$ cat src/rtl/sync_arith_result_collector.sv
// Buffers ALU result/status pairs in a FWFT FIFO and keeps flag/drop statistics.
// Latency: entry pushed at edge N is presented on o_data after edge N (no bypass).
// Backpressure: consumer stalls via i_ready; pushes into a full FIFO without a pop are dropped and counted.
module sync_arith_result_collector #(
  parameter int BITS  = 32,
  parameter int DEPTH = 4,
  parameter int CNT_W = 8
) (
  input  logic                       i_clk,
  input  logic                       i_reset,
  input  logic                       i_valid,
  input  logic [BITS-1:0]            i_result,
  input  logic [3:0]                 i_status,
  output logic                       o_valid,
  input  logic                       i_ready,
  output logic [BITS-1:0]            o_data,
  output logic [3:0]                 o_data_status,
  output logic                       o_full,
  output logic                       o_empty,
  output logic [$clog2(DEPTH):0]     o_count,
  input  logic                       i_clr,
  input  logic [1:0]                 i_cnt_sel,
  output logic [CNT_W-1:0]           o_flag_cnt,
  output logic [CNT_W-1:0]           o_drop_cnt
);

  localparam int AW = $clog2(DEPTH);
  localparam int CW = AW + 1;
  localparam logic [CW-1:0] FULL_LVL = CW'(DEPTH);

  logic [BITS-1:0]  mem_result [DEPTH];
  logic [3:0]       mem_status [DEPTH];
  logic [AW-1:0]    wr_ptr;
  logic [AW-1:0]    rd_ptr;
  logic [CW-1:0]    count;
  logic [CNT_W-1:0] flag_cnt [4];
  logic [CNT_W-1:0] drop_cnt;

  logic push;
  logic pop;
  logic drop;

  assign o_empty = (count == '0);
  assign o_full  = (count == FULL_LVL);
  assign o_valid = !o_empty;
  assign o_count = count;

  assign pop  = o_valid && i_ready;
  assign push = i_valid && (!o_full || pop);
  assign drop = i_valid && o_full && !pop;

  // Head is read straight from storage; zeroed while empty so stale entries never leak.
  assign o_data        = o_empty ? '0 : mem_result[rd_ptr];
  assign o_data_status = o_empty ? '0 : mem_status[rd_ptr];

  assign o_flag_cnt = flag_cnt[i_cnt_sel];
  assign o_drop_cnt = drop_cnt;

  always_ff @(posedge i_clk) begin
    if (push) begin
      mem_result[wr_ptr] <= i_result;
      mem_status[wr_ptr] <= i_status;
    end
  end

  always_ff @(posedge i_clk or posedge i_reset) begin
    if (i_reset) begin
      wr_ptr <= '0;
      rd_ptr <= '0;
      count  <= '0;
    end else begin
      if (push) wr_ptr <= wr_ptr + 1'b1;
      if (pop)  rd_ptr <= rd_ptr + 1'b1;
      case ({push, pop})
        2'b10:   count <= count + 1'b1;
        2'b01:   count <= count - 1'b1;
        default: count <= count;
      endcase
    end
  end

  // Counters saturate; clear takes priority over any same-cycle increment.
  always_ff @(posedge i_clk or posedge i_reset) begin
    if (i_reset) begin
      for (int i = 0; i < 4; i++) flag_cnt[i] <= '0;
      drop_cnt <= '0;
    end else if (i_clr) begin
      for (int i = 0; i < 4; i++) flag_cnt[i] <= '0;
      drop_cnt <= '0;
    end else begin
      for (int i = 0; i < 4; i++) begin
        if (push && i_status[i] && (flag_cnt[i] != '1))
          flag_cnt[i] <= flag_cnt[i] + 1'b1;
      end
      if (drop && (drop_cnt != '1))
        drop_cnt <= drop_cnt + 1'b1;
    end
  end

endmodule

$ cat config.mk
export PLATFORM = sky130hd
export DESIGN_NAME = sync_arith_result_collector
export DESIGN_NICKNAME = d
export VERILOG_FILES = /design/src/rtl/sync_arith_result_collector.sv
export SDC_FILE = /design/constraint.sdc
export NUM_CORES = 1
export LEC_CHECK = 0
export ABC_AREA = 1
export CAP_MARGIN = 20
export CORE_MARGIN = 10
export CORE_UTILIZATION = 25
export DETAILED_ROUTE_END_ITERATION = 12
export PLACE_DENSITY_LB_ADDON = 0.3
export SLEW_MARGIN = 20
export SYNTH_ARGS = -nofsm -noshare
export SYNTH_HDL_FRONTEND = slang
export SYNTH_SLANG_ARGS = --single-unit
$ cat constraint.sdc
create_clock -name i_clk -period 7.5 [get_ports i_clk]
set_input_delay 1.5 -clock i_clk [delete_from_list [all_inputs] [get_ports i_clk]]
set_output_delay 1.5 -clock i_clk [all_outputs]
set_load 0.05 [all_outputs]
==> results of run 1 <==
-- per-layer routing --
layer	up-vias	part of all wire, %	track usage [%]
met4	0	0.76	2.52
met5	-	0	0
met2	131	47	17.4
met1	3116	47	13.8
li1	3288	-	-
met3	8	5.5	2.77
-- worst max-delay path, delay by kind of cell --
kind	cells	cell delay, ns
buffers and inverters	3	1.87
AO/OA/AOI/OAI	3	0.46
-- flip-flops by register name, indices dropped and copies added, names as in the netlist --
signal and flops:
o_drop_cnt 8, rd_ptr 2, wr_ptr 2, flag_cnt 32, mem_status 16, mem_result 128
o_count 3
-- final timing paths --
check	start	to	slack [ns]	cells past startpoint
max reg2reg	o_count[0]	mem_result[1][14]	5.11	5
min reg2reg	rd_ptr[1]	rd_ptr[1]	0.47	1
max	i_cnt_sel[0]	o_flag_cnt[0]	2.17	6
max in group asynchronous	i_reset	rd_ptr[0]	5.46	3
min in group asynchronous	i_reset	o_drop_cnt[1]	1.54	3
min	rd_ptr[1]	rd_ptr[1]	0.47	1
-- cell usage after synthesis, types with 4 or more instances --
library cell,number
sky130_fd_sc_hd__o21ai_0,66
sky130_fd_sc_hd__a21oi_1,53
sky130_fd_sc_hd__edfxtp_1,144
sky130_fd_sc_hd__buf_2,14
sky130_fd_sc_hd__nor2_1,177
sky130_fd_sc_hd__nand4_1,9
sky130_fd_sc_hd__clkbuf_1,15
sky130_fd_sc_hd__nand3b_1,7
sky130_fd_sc_hd__buf_6,8
sky130_fd_sc_hd__inv_1,81
sky130_fd_sc_hd__nand2_1,132
sky130_fd_sc_hd__ha_1,9
sky130_fd_sc_hd__nand3_1,93
sky130_fd_sc_hd__xor2_1,14
sky130_fd_sc_hd__inv_2,4
sky130_fd_sc_hd__dfrtp_1,47
sky130_fd_sc_hd__o21ai_1,18
-- cell type report --
class | instances | area share, %
Inverter | 86 | 2.92
Clock inverter | 15 | 1.56
Clock buffer | 17 | 3.84
Multi-Input combinational cell | 605 | 27.1
Sequential cell | 191 | 49.7
Timing Repair Buffer | 110 | 9.72
Tap cell | 461 | 5.21
-- power groups by stage --
stage / Clock (µW) / Combinational, µW / Sequential (µW)
6_report: 926 / 2000 / 1380
5_1_grt: 1010 / 2170 / 1400
4_1_cts: 963 / 2050 / 1380
3_5_place_dp: 0 / 2040 / 1400
3_3_place_gp: 0 / 2030 / 1400
2_1_floorplan: 0 / 1350 / 1430
-- cells in the final DEF (no fill, tap or decap), drive strengths merged --
master / instances
clkinv: 7
inv: 91
nand3b: 7
clkbuf: 17
nor2: 184
xnor2: 2
o21ai: 84
ha: 9
o22ai: 3
nand3: 98
nor3: 1
edfxtp: 144
nor3b: 1
a21oi: 53
nand2: 135
clkinvlp: 2
nand4: 13
clkdlybuf4s50: 100
buf: 10
fa: 1
xor2: 14
dfrtp: 47
bufinv: 1
-- cell families after synthesis --
family / Yosys count
fa+ha+maj: 10
buf+inv: 125
compound gates: 140
flops: 191
simple gates: 439
xor+xnor: 16
-- metrics by stage --
step	cells	utilization (%)	power [µW]	instance area (µm²)	hold slack, ns
floorplan	921	-	2780	9030	0.511
global placement	1453	29.4	3430	10500	0.460
detailed placement	1453	29.4	3450	10500	0.464
CTS	1485	31.1	4400	11100	0.478
global route	1485	31.1	4580	11100	0.494
finish	1485	31.1	4310	11100	0.471
==> flow_results.org, run 1 <==
** Outcome
- The flow ran to the end, and the final reports show no timing, DRC or antenna violations.

** Placed design
- Setup slack after placement :: 2.22 ns
- Once detailed placement completed, the half-perimeter wirelength came to 14.1 mm.
- At the end of routability-driven placement, the weighted congestion stood at about 0.80.
- Port bufs :: 100

** Synthesis
- The synthesized design spends more area on one cell type than any other, namely sky130_fd_sc_hd__edfxtp_1.
- Combinational family with the most area after synthesis :: simple AND/OR/NAND/NOR gates
- Sequential area share after synthesis :: 60.9%
- During synthesis, Yosys emitted a total of 0 warnings.
- Count of state elements after synthesis :: 191
- Fraction of synthesis flops using an asynchronous set or reset pin :: 24.6%
- Yosys mapped the design onto 34 distinct sky130hd cell types.
- After Yosys synthesis, XOR and XNOR cells account for around 1.6% of the synthesized area.
- Post-Syn Area :: approximately 9000 µm²
- In the synthesized netlist the dominant register cell turns out to be sky130_fd_sc_hd__edfxtp_1.
- Proportion of netlist area held by the largest area contributor :: 47.9%
- In this run, synthesis inferred about 140 flip-flops with an integrated enable.
- Adder-cell share of the synthesized area :: approximately 1.5%
- By area the synthesized netlist is led by sky130_fd_sc_hd__edfxtp_1 48%, sky130_fd_sc_hd__dfrtp_1 13%, sky130_fd_sc_hd__nor2_1 7.4%, sky130_fd_sc_hd__nand2_1 5.5%, sky130_fd_sc_hd__nand3_1 5.2%.
- Compound-Gate Fraction of Synth Area :: under 10%
- In the synthesized netlist, mux cells make up 0% of the area.
- Mean instance size in the synthesized netlist :: slightly below 10 µm²
- The number of nets in the synthesized netlist is slightly below 1,000.
- Number of cells produced by synthesis :: between 900 and 1,000
- Simple-gate portion of the synthesized area :: 22.0%

** Floorplan
- The floorplan has between 60 and 70 rows.
- Core area :: between 30,000 and 40,000 µm²
- The die covers approximately 44,000 µm².
- The die is between 200 and 250 µm tall.
- Ports placed on the boundary :: slightly above 100
- Starting utilization of the core area :: roughly a quarter
- Die X :: 210 µm

** Power and ir drop
- Of the total power, the clock network draws between 20% and 30%.
- Sw Share :: about 45%
- Power Dens Cells :: about 390 nW/µm²
- In this run, flip-flops and latches consume roughly 32% of the power.
- Net switching power :: between 1500 and 2000 µW
- Portion of total power attributed to combinational logic :: a little under half
- Pleak :: approximately 0.0044 µW
- Cell internal power was estimated by the tool at between 2000 and 2500 µW.
- Across the VDD grid, the largest voltage drop is approximately 0.00019 V.

** Setup path
- Highest net fanout along the worst path :: 21
- The slowest stage of the critical path belongs to the cell sky130_fd_sc_hd__clkdlybuf4s50_1.
- Startpoint class of the critical path :: input port
- Data arrives at the worst endpoint at ~3.8 ns.
- Capturing element type of the critical path :: output pin
- Data required time at the worst endpoint :: roughly 6.0 ns
- Cells traversed along the worst timing path :: clkdlybuf4s50_1, inv_1, o21ai_0, a21oi_1, a21oi_1, clkdlybuf4s50_1
- The critical path is of the input port to output pin type.
- CP peak stage delay :: 0.84 ns

** Clock tree
- In this run, CTS created clock tree buffers numbering 17.
- The clock tree synthesis step divided the H-tree into 4 levels.
- The number of gates resized after CTS was 0.
- Clock sink count :: approximately 190
- Clock slew at the register clock pins of the worst setup and hold paths :: 0.07 ns
- In this run, post-CTS hold repair placed 0 buffers.
- CTS tree :: built
- The clock passes through at most 2 buffers.
- Setup fix buffers added after clock tree synthesis :: 0
- In this run the clock root is driven by a sky130_fd_sc_hd__clkbuf_16.
- Insertion delay of the later-clocked pin in the worst-skew pair :: ~0.44 ns

** Hold path
- Worst hold path type :: flop to flop

** Global routing
- Overall overflow remaining after global route :: 0
- Maximum number of pins on one net before global-route repair :: 74
- The first global-routing pass estimated 36.9 mm of wire.
- Combined global-route utilization of all metal layers :: about a tenth
- The number of antenna violations at the first check in global routing is 0.
- The via count of the first global-routing pass came to roughly 6,400.

** STA
- Setup slack on the critical path of the routed design comes to roughly 2.2 ns.
- Fmax achieved :: approximately 190 MHz
- Setup repair after global routing left no endpoint under its margin.
- The number of hold violations in the final report came to 0.
- Final period utilization :: between 70% and 80%
- Final critical delay including setup and external delays :: approximately 5.3 ns
- The number of max-slew violations in the final report came to 0.
- Actual slew at the worst max-slew pin :: approximately 0.9 ns
- Fin Setup TNS :: 0 ns
- Setup violations remaining at the end of the flow were counted as 0.
- Slew margin rel. :: between 40% and 50%
- Clock skew on the completed layout was measured at ~0.012 ns.

** Routing
- DRC :: 0
- Via total after detailed routing :: ~6,500
- The first detailed-routing pass took 4 iterations.
- After the first detailed-routing iteration, the DRC count stood at 341.
- Number of antenna-violating nets in the routed design :: 0
- In the final routed layout, each cell accounts on average for about 16 µm.
- Summed over all layers, the routed wires come to roughly 23 mm.
- Ratio of routed vias to standard cells :: ~4.4

** Finish
- In the final design database the tool counted 1,064 nets.
- The sequential cells in the finished layout cover a total of about 5500 µm².
- Counting the fill cells in the layout gives around 3,700.
- From synthesis to final layout, the design area changed by 22.6%.
- Multi-input combinational cell area :: 3000 µm²
- Of the cells placed in the final design, the portion with a size suffix greater than 1 is roughly 7.1%.
- The number of antenna diodes in the final layout is 0.

** Run
- Count of maximum capacitance violations :: 0
(Power assumes the default switching activity.)
==> inputs of run 2 (changes only) <==
==> constraint.sdc (replaced) <==
create_clock -name i_clk -period 4.7 [get_ports i_clk]
set_input_delay 0.94 -clock i_clk [delete_from_list [all_inputs] [get_ports i_clk]]
set_output_delay 0.94 -clock i_clk [all_outputs]
set_load 0.05 [all_outputs]
==> run 2 against run 1 <==
  * Sequential cell count unchanged
  * Global-route usage down 0.073 points
  * Worst hold slack improved by 0.10 ns
  * Via count increased by 0.47%
  * Register-to-register slack lost 2.2 ns
  * Power grew 60%
  * Clock skew down 0.0010 ns
  * Sequential share of layout area shrank 0.17 points
  * Critical path depth did not move
  * Cell area grew 0.34%
  * Critical endpoint is now o_flag_cnt[3]
  * Largest cell class unchanged
==> flow_results.org, run 2 (same netlist as run 1, synthesis figures left out) <==
** Routing
- Dividing the detail-routed via count by the number of cells gives approximately 4.4.
- Across all layers, the routed design uses 6,574 vias.
- The routed design uses between 10 and 15 mm of met2 wire.
- Met1 layer wirelength in the final routing :: 11.4 mm
- Initial DRC Count :: 356
- Routed length per placed instance :: approximately 16 µm
- Routed wire length :: about 23 mm
- Before antenna repair, the detailed router went through 5 iterations.
- Detail Route met3 WL :: between 1 and 1.5 mm
- After detailed routing, the number of remaining DRC violations is 0.
- Number of antenna-violating nets in the routed design :: 0
- DR top layer :: met4

** STA
- Final critical delay including setup and external delays :: 4.18 ns
- Fin Setup TNS :: 0 ns
- The number of max-slew violations in the final report came to 0.
- Final period utilization :: between 80% and 90%
- Final Hold Fails :: 0
- Setup violations remaining at the end of the flow were counted as 0.
- Fmax achieved :: about 240 MHz
- For the pin with the worst max-slew slack, the measured transition is 0.841 ns.
- Setup repair after global routing missed its margin :: false
- Slew margin rel. :: between 40 and 50%
- Layout Skew :: approximately 0.011 ns

** Global routing
- Via count of the first global-routing pass :: roughly 6,400
- Antenna violations before repair :: 0
- Global routing finished with a remaining overflow of 0.
- Maximum number of pins on one net before global-route repair :: 73
- Global routing consumed, over all layers together, approximately a tenth of the routing resources.
- First-pass GRT wire length :: about 37 mm

** Floorplan
- The floorplan step set the die height to around 210 µm.
- 101 I/O pins were placed.
- The region available for standard cell placement spans between 30,000 and 40,000 µm².
- Die area :: between 40,000 and 50,000 µm²
- Number of core rows :: 69
- Starting utilization of the core area :: 25.3%
- The floorplan step set the die width to around 210 µm.

** Finish
- Utilization after layout :: just over 30%
- The number of antenna diodes in the final layout is 0.
- Largest register FFs :: between 100 and 150
- Register with the most flip-flops :: mem_result
- Synth-to-Final Area Change :: 23.0%
- Commonest non-fill, non-tap cells in the layout :: 173 x sky130_fd_sc_hd__nor2_1, 144 x sky130_fd_sc_hd__edfxtp_1, 132 x sky130_fd_sc_hd__nand2_1
- Final design instance area without fill :: ~11,000 µm²
- After the last flow step, the layout net total stands at 1,068.
- The largest registers in the layout are mem_result (128), flag_cnt (32), mem_status (16).
- The post-route netlist has under 10% of its cells at a drive strength greater than 1.
- Leaving out fill and tap cells, the most frequent cell in the layout is sky130_fd_sc_hd__nor2_1.

** Clock tree
- Post-CTS timing repair inserted 0 buffers for setup.
- Inserted Clock Buffers :: 17
- In this run the clock root is driven by a sky130_fd_sc_hd__clkbuf_16.
- Hold buffer count at cts :: 0
- The H-tree was split into 4 levels.
- The clock passes through at most 2 buffers.
- CTS tree :: built
- Post-CTS Resized :: 0
- For this design, the sink count on the clock tree is roughly 190.
- Clock-pin slew was measured on the worst setup and hold paths at approximately 0.070 ns.
- Insertion delay of the later-clocked pin in the worst-skew pair :: roughly 0.44 ns

** Setup path
- The critical path is of the input port to output pin type.
- Crit-path leading delay family :: buffers and inverters
- Number of buffer and inverter instances along the worst setup path :: 3
- Startpoint class of the critical path :: input port
- Endpoint arrival time on the critical path :: 3.24 ns
- Cells traversed along the worst timing path :: clkdlybuf4s50_1, inv_1, o21ai_0, a21oi_1, a21oi_1, clkdlybuf4s50_1
- Highest net fanout along the worst path :: 21
- STA classifies the critical path endpoint as an output pin.
- For this design, the slowest cell found on the critical path is sky130_fd_sc_hd__clkdlybuf4s50_1.
- Data required time at the worst endpoint :: around 3.8 ns
- For this run, the slowest stage of the critical path takes between 0.8 and 0.9 ns.

** Power and ir drop
- Power Dens Cells :: about 620 nW/µm²
- Sw Share :: 44.7%
- Pleak :: 0.00445 µW
- Internal power comes to around 3800 µW.
- Maximum resistive drop on vdd :: around 0.00025 V
- Per report_power, the clock group accounts for 21.3% of the total.
- Proportion of power drawn by flip-flops and latches :: approximately a third
- Net switching power :: around 3000 µW
- Portion of total power attributed to combinational logic :: 46.2%

** Run
- Count of maximum capacitance violations :: 0

** Placed design
- The wire-length estimate of the detail-placed layout is 14.6 mm.
- Final Wtd Congestion :: 0.806
- In this run the tool buffered the top-level ports with 100 buffer cells.
- Placed instance area :: approximately 11,000 µm²

** Hold path
- Worst hold path type :: flop to flop

** Outcome
- The flow ran to the end, and the final reports show no timing, DRC or antenna violations.
run 2: power groups by stage:
stage                     clock (µW)  sequential (µW)  combinational [µW]
after floorplan                    0             2280                2160
after global placement             0             2280                3230
after detailed placement           0             2280                3240
after CTS                       1520             2250                3250
after global routing            1590             2270                3460
final                           1470             2240                3190
run 2: final cells by class:
cell class	instances	area, µm²
repair buffers	114	1120
flip-flops and latches	191	5500
clock buffers	17	425
multi-input cells	605	3000
clock inverters	15	168
fillers	3670	24500
well taps	461	577
inverters	86	323
run 2: path summary, 6_finish.rpt:
check	slack, ns	start	to	cells after the start
worst max-delay path	0.52	i_cnt_sel[0]	o_flag_cnt[3]	6
worst min-delay path	0.57	o_count[2]	o_count[2]	2
worst max register to register	2.87	o_count[0]	mem_result[1][2]	5
worst min register to register	0.57	o_count[2]	o_count[2]	2
max in group asynchronous	3.10	i_reset	flag_cnt[7]	3
min in group asynchronous	0.79	i_reset	o_drop_cnt[1]	2
run 2: routing by layer:
metal	GRT usage [%]	up-vias
met5	0	-
met4	2.85	0
met3	2.36	12
met2	16.7	130
met1	14.3	3146
li1	-	3286
run 2: through the flow:
stage | hold slack, ns | total power (µW) | setup slack, ns | cells
2_1_floorplan | 0.511 | 4440 | 1.30 | 921
3_3_place_gp | 0.565 | 5500 | 0.531 | 1457
3_5_place_dp | 0.562 | 5530 | 0.516 | 1457
4_1_cts | 0.582 | 7020 | 0.498 | 1489
5_1_grt | 0.607 | 7320 | 0.291 | 1489
6_report | 0.574 | 6900 | 0.515 | 1489
run 2: worst reg2reg max path: stages, from the launching register on:
cell and delay (ns):
sky130_fd_sc_hd__dfrtp_1 0.45, sky130_fd_sc_hd__nor2_4 0.06, sky130_fd_sc_hd__nand3_2 0.11, sky130_fd_sc_hd__nand2_2 0.19, sky130_fd_sc_hd__nor2_4 0.13, sky130_fd_sc_hd__buf_4 0.50
